[config.mk]
export PLATFORM = sky130hd
export DESIGN_NAME = seqdet_param
export DESIGN_NICKNAME = d
export VERILOG_FILES = /design/src/rtl/seqdet_param.sv
export SDC_FILE = /design/constraint.sdc
export NUM_CORES = 1
export LEC_CHECK = 0
export ABC_AREA = 1
export CORE_MARGIN = 1
export CORE_UTILIZATION = 40
export DETAILED_ROUTE_END_ITERATION = 12
export GPL_TIMING_DRIVEN = 0
export PLACE_DENSITY = 0.66
export SLEW_MARGIN = 20
export SYNTH_ARGS = -nofsm -noshare
export SYNTH_HDL_FRONTEND = slang
export SYNTH_SLANG_ARGS = --single-unit
export TNS_END_PERCENT = 1
[constraint.sdc]
create_clock -name clk -period 1.6 [get_ports clk]
set_input_delay 0.24 -clock clk [delete_from_list [all_inputs] [get_ports clk]]
set_output_delay 0.24 -clock clk [all_outputs]
set_load 0.02 [all_outputs]
[src/rtl/seqdet_param.sv]
// Parametrised serial pattern detector with a run-time loadable pattern,
// optional overlapping detection and a saturating match counter.
module seqdet_param #(
  parameter int                 PAT_LEN = 4,
  parameter logic [PAT_LEN-1:0] PATTERN = 4'b1101,
  parameter bit                 OVERLAP = 1'b1,
  parameter int                 CNT_W   = 8
) (
  input  logic               clk,
  input  logic               rst,
  input  logic               din_vld,
  input  logic               din,
  input  logic               pat_load,
  input  logic [PAT_LEN-1:0] pat_in,
  input  logic               cnt_clr,
  output logic               match,
  output logic [CNT_W-1:0]   match_cnt,
  output logic               cnt_sat
);

  localparam int            FW   = $clog2(PAT_LEN);
  localparam logic [FW-1:0] FULL = FW'(PAT_LEN - 1);

  logic [PAT_LEN-1:0] pat_r;
  logic [PAT_LEN-2:0] hist_r;
  logic [FW-1:0]      fill_r;

  logic               accept_s;
  logic               hit_s;
  logic [PAT_LEN-1:0] window_s;
  logic [CNT_W-1:0]   cnt_nxt_s;

  assign cnt_sat = &match_cnt;

  // Hit detection on the incoming bit and next counter value.
  always_comb begin
    accept_s = din_vld & ~pat_load;
    window_s = {hist_r, din};
    if (accept_s && (fill_r == FULL) && (window_s == pat_r)) begin
      hit_s = 1'b1;
    end else begin
      hit_s = 1'b0;
    end
    // A clear coinciding with a hit still counts that hit.
    if (cnt_clr) begin
      cnt_nxt_s = hit_s ? CNT_W'(1) : {CNT_W{1'b0}};
    end else if (hit_s && !cnt_sat) begin
      cnt_nxt_s = match_cnt + CNT_W'(1);
    end else begin
      cnt_nxt_s = match_cnt;
    end
  end

  // Pattern register, history/fill state, match pulse and counter.
  always_ff @(posedge clk) begin
    if (rst) begin
      pat_r     <= PATTERN;
      hist_r    <= {(PAT_LEN-1){1'b0}};
      fill_r    <= {FW{1'b0}};
      match     <= 1'b0;
      match_cnt <= {CNT_W{1'b0}};
    end else begin
      match     <= hit_s;
      match_cnt <= cnt_nxt_s;
      if (pat_load) begin
        pat_r  <= pat_in;
        fill_r <= {FW{1'b0}};
      end else if (din_vld) begin
        hist_r <= window_s[PAT_LEN-2:0];
        if (hit_s && !OVERLAP) begin
          fill_r <= {FW{1'b0}};
        end else if (fill_r != FULL) begin
          fill_r <= fill_r + FW'(1);
        end else begin
          fill_r <= fill_r;
        end
      end else begin
        hist_r <= hist_r;
        fill_r <= fill_r;
      end
    end
  end

endmodule
==> results of run 1 <==
cell type report:
cell class | instances | area (um^2) | area share
Multi-Input combinational cell | 104 | 608 | 0.455
Sequential cell | 18 | 367 | 0.274
Timing Repair Buffer | 22 | 219 | 0.164
Inverter | 18 | 67.6 | 0.0505
Tap cell | 30 | 37.5 | 0.0281
Clock buffer | 3 | 22.5 | 0.0168
Buffer | 2 | 16.3 | 0.0122
flip-flops by register name (all words and copies together), names as in the netlist:
name and cells:
match 1, fill_r 2, hist_r 3, match_cnt 8, pat_r 4
layout by cell type, fill, tap and decap left out:
cell type	n
sky130_fd_sc_hd__nor2_1	19
sky130_fd_sc_hd__ha_1	1
sky130_fd_sc_hd__nor2_8	2
sky130_fd_sc_hd__nor2_2	1
sky130_fd_sc_hd__buf_2	1
sky130_fd_sc_hd__nand2_2	7
sky130_fd_sc_hd__xnor2_1	1
sky130_fd_sc_hd__nand3_1	7
sky130_fd_sc_hd__dfxtp_4	1
sky130_fd_sc_hd__nand2_1	31
sky130_fd_sc_hd__buf_4	5
sky130_fd_sc_hd__dlymetal6s2s_1	5
sky130_fd_sc_hd__dfxtp_2	2
sky130_fd_sc_hd__a21oi_1	8
sky130_fd_sc_hd__o21bai_1	1
sky130_fd_sc_hd__nand3_2	1
sky130_fd_sc_hd__ha_4	1
sky130_fd_sc_hd__a21oi_2	5
sky130_fd_sc_hd__buf_6	1
sky130_fd_sc_hd__dfxtp_1	15
sky130_fd_sc_hd__nor2_4	2
sky130_fd_sc_hd__nand3_4	1
sky130_fd_sc_hd__xor2_1	2
sky130_fd_sc_hd__inv_2	2
sky130_fd_sc_hd__nor3b_1	2
sky130_fd_sc_hd__nand2_4	2
sky130_fd_sc_hd__dlygate4sd2_1	1
sky130_fd_sc_hd__inv_1	16
sky130_fd_sc_hd__o211ai_1	1
sky130_fd_sc_hd__clkbuf_4	3
sky130_fd_sc_hd__clkdlybuf4s50_1	11
sky130_fd_sc_hd__o21ai_0	9
kinds of logic after synthesis:
kind of cell    count (synthesis)
fa+ha+maj                       2
compound gates                 24
simple gates                   75
flops                          18
buf+inv                        20
xor+xnor                        3
repair_timing:
item | 4_1_cts | 5_1_grt
endpoints found under the setup margin | 2 | 6
buffers inserted | 3 | 1
cloned | 0 | 0
gates resized for setup | 10 | 8
pin swaps | 1 | 0
hold buffers | 0 | 0
power groups by stage:
stage               combinational, W  sequential, W  clock [W]
floorplan                  0.0000806       0.000483          0
global placement            0.000119       0.000482          0
global route                0.000138       0.000473   0.000251
finish                      0.000122       0.000471   0.000219
CTS                         0.000122       0.000473   0.000232
detailed placement          0.000121       0.000483          0
layer usage:
layer  track usage  vias to the layer above
li1              -                      499
met1         0.211                      417
met2         0.304                       18
met3        0.0316                        2
met4        0.0965                        0
met5             0                        -
stage by stage:
stage / hold WS, ns / cell area (um^2)
2_1_floorplan: 0.324 / 1040
3_3_place_gp: 0.452 / 1250
3_5_place_dp: 0.468 / 1250
4_1_cts: 0.194 / 1300
5_1_grt: 0.191 / 1340
6_report: 0.206 / 1340
final timing paths:
check                             from  cells after the start                   endpoint  slack [ns]
min                           pat_load                      2      pat_r[0]$_SDFFE_PP1P_        0.21
max reg2reg  match_cnt[1]$_SDFFE_PP0P_                      9  match_cnt[7]$_SDFFE_PP0P_        0.21
max          match_cnt[4]$_SDFFE_PP0P_                      1               match_cnt[4]        0.07
min reg2reg      pat_r[3]$_SDFFE_PP1P_                      2      pat_r[3]$_SDFFE_PP1P_        0.48
cells in the mapped netlist (2+ instances only):
master / instances
sky130_fd_sc_hd__a21oi_1: 8
sky130_fd_sc_hd__a21oi_2: 5
sky130_fd_sc_hd__dfxtp_1: 18
sky130_fd_sc_hd__ha_1: 2
sky130_fd_sc_hd__inv_1: 16
sky130_fd_sc_hd__inv_2: 2
sky130_fd_sc_hd__nand2_1: 32
sky130_fd_sc_hd__nand2_2: 6
sky130_fd_sc_hd__nand2_4: 2
sky130_fd_sc_hd__nand3_1: 7
sky130_fd_sc_hd__nor2_1: 19
sky130_fd_sc_hd__nor2_4: 2
sky130_fd_sc_hd__nor2_8: 2
sky130_fd_sc_hd__nor3b_1: 2
sky130_fd_sc_hd__o21ai_0: 9
sky130_fd_sc_hd__xor2_1: 2
==> reports/results.txt, run 1 <==
The area share of the largest cell type after synthesis came out at 0.347. The clock tree root driver cell was sky130_fd_sc_hd__clkbuf_4. The tools report the total met2 wirelength after detailed routing as 1080 um. The design draws 0.000811 W. The clock passes through at most 2 buffers.

The critical-path maximum fanout was 4; the average wire per cell in the routed design was 10.8 um. Area share of fa/ha/maj cells after synthesis: 0.0241. Traced cell by cell, the critical path runs through clkdlybuf4s50_1.

The netlist uses 24 different library cells. The maximum VDD drop came out at 0.341 mV. The type of the worst setup path is flop to output pin.

Cell with the largest stage delay on the worst path: sky130_fd_sc_hd__clkdlybuf4s50_1. Setup repair after global routing left no endpoint under its margin. The number of clock buffers added by TritonCTS is 3. For this design the top-level I/O count stands at 20. Switching share of power: 0.263. The die extent in y was 52.9 um; the multiplexer share of the synthesized area was 0. The end-of-flow core utilization was 0.545; the antenna diode count was 0. The pre-CTS worst setup slack is -0.340 ns, and the number of cells in the design after placement is 190. The logs give 78 um for the routed length on met3 and 243 for the total of fill cells in the finished design.

The die covers 0.00280 mm^2. Counting flops and latches in the post-synthesis netlist gives 18. The fraction of registers with async set or reset after synthesis came out at 0. The width of the chip works out to 52.9 um. The synthesized netlist net count is 154. On the worst path, the slowest cell contributes a delay of 0.62 ns. By area the synthesized netlist is led by sky130_fd_sc_hd__dfxtp_1, sky130_fd_sc_hd__nand2_1, sky130_fd_sc_hd__nor2_1. The logs give 0 for the final-report hold violation count and 0.814 for the headroom to the max-slew limit. The worst path meets setup with 0.0747 ns of slack.

In this run, the number of DRC markers left after iteration 0 of detailed routing was 9. The initial core utilization is 0.423. The share of the yosys chip area belonging to registers was 0.347; the routed via count was 936. The tools report the initial antenna violation count as 0. Each instance of the synthesized netlist takes up on average 7.30 um^2. Minimum period implied by the final worst setup slack: 1.53 ns. The final layout contains 181 nets. The routed via count divided by cell count is 4.75, and the quantity of I/O buffers inserted on ports is 18. Top cell family by delay on the critical path: buffers and inverters. The final count of pins violating max slew is 0, and the cell internal power dissipation is 0.000598 W.

For the top achievable clock speed, the log shows 656 MHz. TritonCTS built the clock tree. The total congestion overflow after global routing was 0; the post-layout instance count excluding filler cells was 197. For this design the total switching power over the nets is 0.000214 W. The max-cap violation count is 0, and the met1 wire length is 952 um. The logs give 882 for the number of global-route vias before repair and 0.179 for the overall fraction of global-route tracks in use. The xor/xnor cell area share of the yosys netlist came out at 0.0253. The cell leakage power is 0.654 nW. The path class of the tightest hold or removal check is primary input to flop. Between clock sinks in the finished design, the worst skew comes to 0.00228 ns.

The count of mapped cells out of synthesis came out at 142. In this run, synthesis inferred 0 flip-flops with an integrated enable. The sequential fraction of design power is 0.580, and the clock-pin slew reported for the worst setup and hold paths after clock tree synthesis is 0.10 ns. The simple-gate share of the synthesized area was 0.384; the relative contribution of combinational cells to total power was 0.150. The maximum number of pins on one net before global-route repair is 11. Before antenna repair, the detailed router went through 4 iterations. The most used flip-flop cell after synthesis is sky130_fd_sc_hd__dfxtp_1.

The yosys synthesis warning count was 0; the routability congestion estimate was 0.833. The element type at the critical path end is an output pin. The post-detailed-placement half-perimeter wirelength is 1570 um. The logs give 0 for the residual antenna-violating net count after detailed routing and 0.00245 mm^2 for the total core area. Setup violations remaining at the end of the flow were counted as 0. Number of standard-cell rows in the floorplan: 18.

The tools report the clock power share as 0.270. The uppermost signal routing layer after detailed routing is met4. In this run the power density over the cells is 607 mW/mm^2. The flow ran to the end, and the final reports show no timing, DRC or antenna violations. The sum of buffers and inverters on the critical path came out at 1. The logs give 3630 um for the wire length of the first global-routing pass and 18 for the total clock sinks. After detailed routing, the number of remaining DRC violations is 0.

The share of the clock period used by the worst path after layout was 0.953; the transition time at the pin with the least slew margin was 0.279 ns. The clock reaches the later pin of the worst-skew pair after 0.28 ns. The share of final-layout standard cells stronger than drive strength 1 works out to 0.222. At the worst endpoint, the arrival time is 1.29 ns. The area growth from synthesis to layout was 29.0%. Most area-hungry cell type in the Yosys netlist: sky130_fd_sc_hd__dfxtp_1. For this block, the routed nets add up to 2120 um of wire.

The tools report the required arrival time at the worst endpoint as 1.36 ns. By area, the combinational part of the netlist is dominated by simple AND/OR/NAND/NOR gates. The maximum level of the CTS H-tree came out at 1.

The worst setup path is launched from a flop. The summed negative setup slack over all endpoints came out at 0 ns. The complex-gate fraction of the synthesized area works out to 0.139. The tools report the summed instance area of the synthesized netlist as 0.00104 mm^2.
Power figures use the tool's default switching activity.
==> run 2, diff against run 1 <==
--- a/config.mk
+++ b/config.mk
@@ -6,8 +6,11 @@
 export NUM_CORES = 1
 export LEC_CHECK = 0
 export ABC_AREA = 1
+export CAP_MARGIN = 30
+export CORE_ASPECT_RATIO = 1.1
 export CORE_MARGIN = 1
 export CORE_UTILIZATION = 40
+export CTS_BUF_LIST = sky130_fd_sc_hd__clkbuf_4
 export DETAILED_ROUTE_END_ITERATION = 12
 export GPL_TIMING_DRIVEN = 0
 export PLACE_DENSITY = 0.66
==> run 2 against run 1 <==
Against the previous run:
- non-clock buffer count unchanged
- largest power group unchanged
- count of clock-buffer cells in the layout unchanged
- highest routed layer unchanged
- largest cell class unchanged
- routed wire length increased by 2.5%
- sequential power about the same
==> reports/results.txt, run 2 (synthesis gave the netlist of run 1 again) <==
The run finished with clean final reports. The library cells used most frequently in the layout, excluding fill and tap cells, are sky130_fd_sc_hd__nand2_1, sky130_fd_sc_hd__nor2_1, sky130_fd_sc_hd__inv_1, sky130_fd_sc_hd__dfxtp_1, sky130_fd_sc_hd__clkdlybuf4s50_1. Tracing the worst setup path back leads to its startpoint at match_cnt[1]$_SDFFE_PP0P_. The transition time at the pin with the least slew margin is 0.282 ns (+0.00346 ns). Clock tree root driver cell: sky130_fd_sc_hd__clkbuf_4. The antenna diode count came out at 0 (unchanged). The number of global-route vias before repair is 965 (+9.4%).

The total number of nets in the final design is 181 (unchanged), and the area growth from synthesis to layout is 28.7%. The minimum period implied by the final worst setup slack was 1.54 ns (+0.0187 ns); the average wire per cell in the routed design was 11.0 um (+2.0%). The number of standard-cell rows in the floorplan was 19 (+1); the cell leakage power was 0.615 nW (-6.0%). The number of failing setup endpoints in the final timing report is 0 (unchanged), and the maximum buffer depth of the clock tree is 2 (unchanged).

Number of hold buffers added after cts: 0 (unchanged). The worst hold path belongs to the class primary input to flop. In the final layout, the registers with the most flip-flops are match_cnt (8), pat_r (4), hist_r (3).

The final-report hold violation count was 0 (unchanged). The startpoint of the worst hold path is pat_load. The die extent in y was 55.4 um (+4.7%). The wire length of the first global-routing pass was 3950 um (+8.9%).

The combined area of the multi-input logic cells is 611 um^2 (+0.41%), and the overall fraction of global-route tracks in use is 0.181 (+0.00243). The tools report the element type at the critical path end as an output pin. The share of final-layout standard cells stronger than drive strength 1 was 0.222 (unchanged); the total congestion overflow after global routing was 0 (unchanged).

The tools report the number of buffers created by CTS as 3 (unchanged). Counting flops per register, the top entry is match_cnt. The logs give 1 (unchanged) for the maximum level of the CTS H-tree and 0 (unchanged) for the initial antenna violation count.

The top achievable clock speed was 648 MHz (-1.2%). The quantity of I/O buffers inserted on ports was 18 (unchanged). Type of the worst setup path: flop to output pin. The final count of pins violating max slew was 0 (unchanged); the total core area was 0.00247 mm^2 (+0.71%).

The routed via count was 978 (+4.5%); the insertion delay to the later sink of the worst-skew pair was 0.29 ns (about the same). Share of the clock period used by the worst path after layout: 0.965 (+0.0117). Routed via count divided by cell count: 4.94 (+4.0%).

For the total of fill cells in the finished design, the log shows 246 (+1.2%). The die outline area came out at 0.00280 mm^2 (about the same). The tools report the worst reg2reg path startpoint as match_cnt[1]$_SDFFE_PP0P_. TritonCTS built the clock tree. The width of the chip is 50.6 um (-4.5%). The run gives 0.207 ns (+0.000469 ns) as the worst-case hold slack. The areal power density over the cells works out to 607 mW/mm^2 (+0.10%). The critical-path maximum fanout was 4 (unchanged). The number of search-and-repair iterations in the first detailed-routing pass is 4 (unchanged). Final routed wirelength across all metal layers: 2180 um (+2.5%).

The max-cap violation count is 0 (unchanged). The logs give 365 um^2 (-0.34%) for the sequential cell area and -0.368 ns (-0.0283 ns) for the pre-CTS worst setup slack. For the headroom to the max-slew limit, the log shows 0.812 (-0.00193). The flip-flop count of the largest register after layout was 8 (unchanged); the clock skew after layout was 0.00828 ns (+0.00600 ns). The post-detailed-placement half-perimeter wirelength was 1620 um (+3.3%). The category of the worst setup path launch point is a flop.

Setup repair after global routing could not meet its margin everywhere. The tools report the routability congestion estimate as 0.828 (-0.52%). Maximum VDD drop: 0.476 mV (+39%). The initial core utilization was 0.420 (-0.00299).

The top-level I/O count was 20 (unchanged). The required arrival time at the worst endpoint was 1.36 ns (about the same). The total clock sinks was 18 (unchanged); the maximum number of pins on one net before global-route repair was 11 (unchanged).

The tools report the residual antenna-violating net count after detailed routing as 0 (unchanged). Leaving out fill and tap cells, the most frequent cell in the layout is sky130_fd_sc_hd__nand2_1. The arrival time at the worst endpoint is 1.30 ns (about the same), and the worst setup margin is 0.0560 ns (-0.0187 ns). The clock-pin slew reported for the worst setup and hold paths after clock tree synthesis was 0.10 ns (about the same).

The logs give 0 (unchanged) for the post-route DRC violation count and 7 (-2) for the number of DRC violations after detailed-routing iteration 0.
-- run 2: power breakdown --
part / switching, W / internal (W)
Sequential: 0.0000104 / 0.000461
Clock: 0.000131 / 0.0000875
Combinational: 0.0000718 / 0.0000492
-- run 2: repair_timing --
item | CTS | global route
setup endpoints to repair | 2 | 5
pin swaps | 1 | 0
buffers inserted | 4 | 0
resized for setup | 11 | 5
-- run 2: critical path, cell delays in order (launching register included) --
cell	delay [ns]
sky130_fd_sc_hd__dfxtp_2	0.38
sky130_fd_sc_hd__ha_4	0.14
sky130_fd_sc_hd__nand2_2	0.08
sky130_fd_sc_hd__nor2_4	0.11
sky130_fd_sc_hd__nand3_2	0.08
sky130_fd_sc_hd__inv_2	0.07
sky130_fd_sc_hd__buf_4	0.13
-- run 2: per-stage QoR --
stage | total power [W] | setup TNS [ns] | std cells | util | instance area (um^2)
2_1_floorplan | 0.000563 | 0 | 142 | - | 1040
5_1_grt | 0.000855 | -0.0195 | 198 | 0.540 | 1340
3_5_place_dp | 0.000606 | -0.675 | 191 | 0.508 | 1260
6_report | 0.000811 | 0 | 198 | 0.540 | 1340
3_3_place_gp | 0.000602 | -0.408 | 191 | 0.508 | 1260
4_1_cts | 0.000825 | 0 | 198 | 0.532 | 1320
-- run 2: layout make-up --
class                           instances  share of cell area
Buffer                                  2              0.0122
Clock buffer                            3              0.0169
Inverter                               18              0.0506
Multi-Input combinational cell        104               0.457
Sequential cell                        18               0.274
Tap cell                               31              0.0291
Timing Repair Buffer                   22               0.160
-- run 2: worst paths after layout --
kind | endpoint | slack (ns) | cells past startpoint
max | cnt_sat | 0.06 | 6
min | pat_r[3]$_SDFFE_PP1P_ | 0.21 | 2
max reg2reg | match_cnt[7]$_SDFFE_PP0P_ | 0.17 | 9
min reg2reg | pat_r[3]$_SDFFE_PP1P_ | 0.48 | 2
-- run 2: routing by layer --
metal,track usage,wire length [um]
met1,0.192,906
met2,0.341,1170
met3,0.0331,70
met4,0.0714,29
met5,0,0
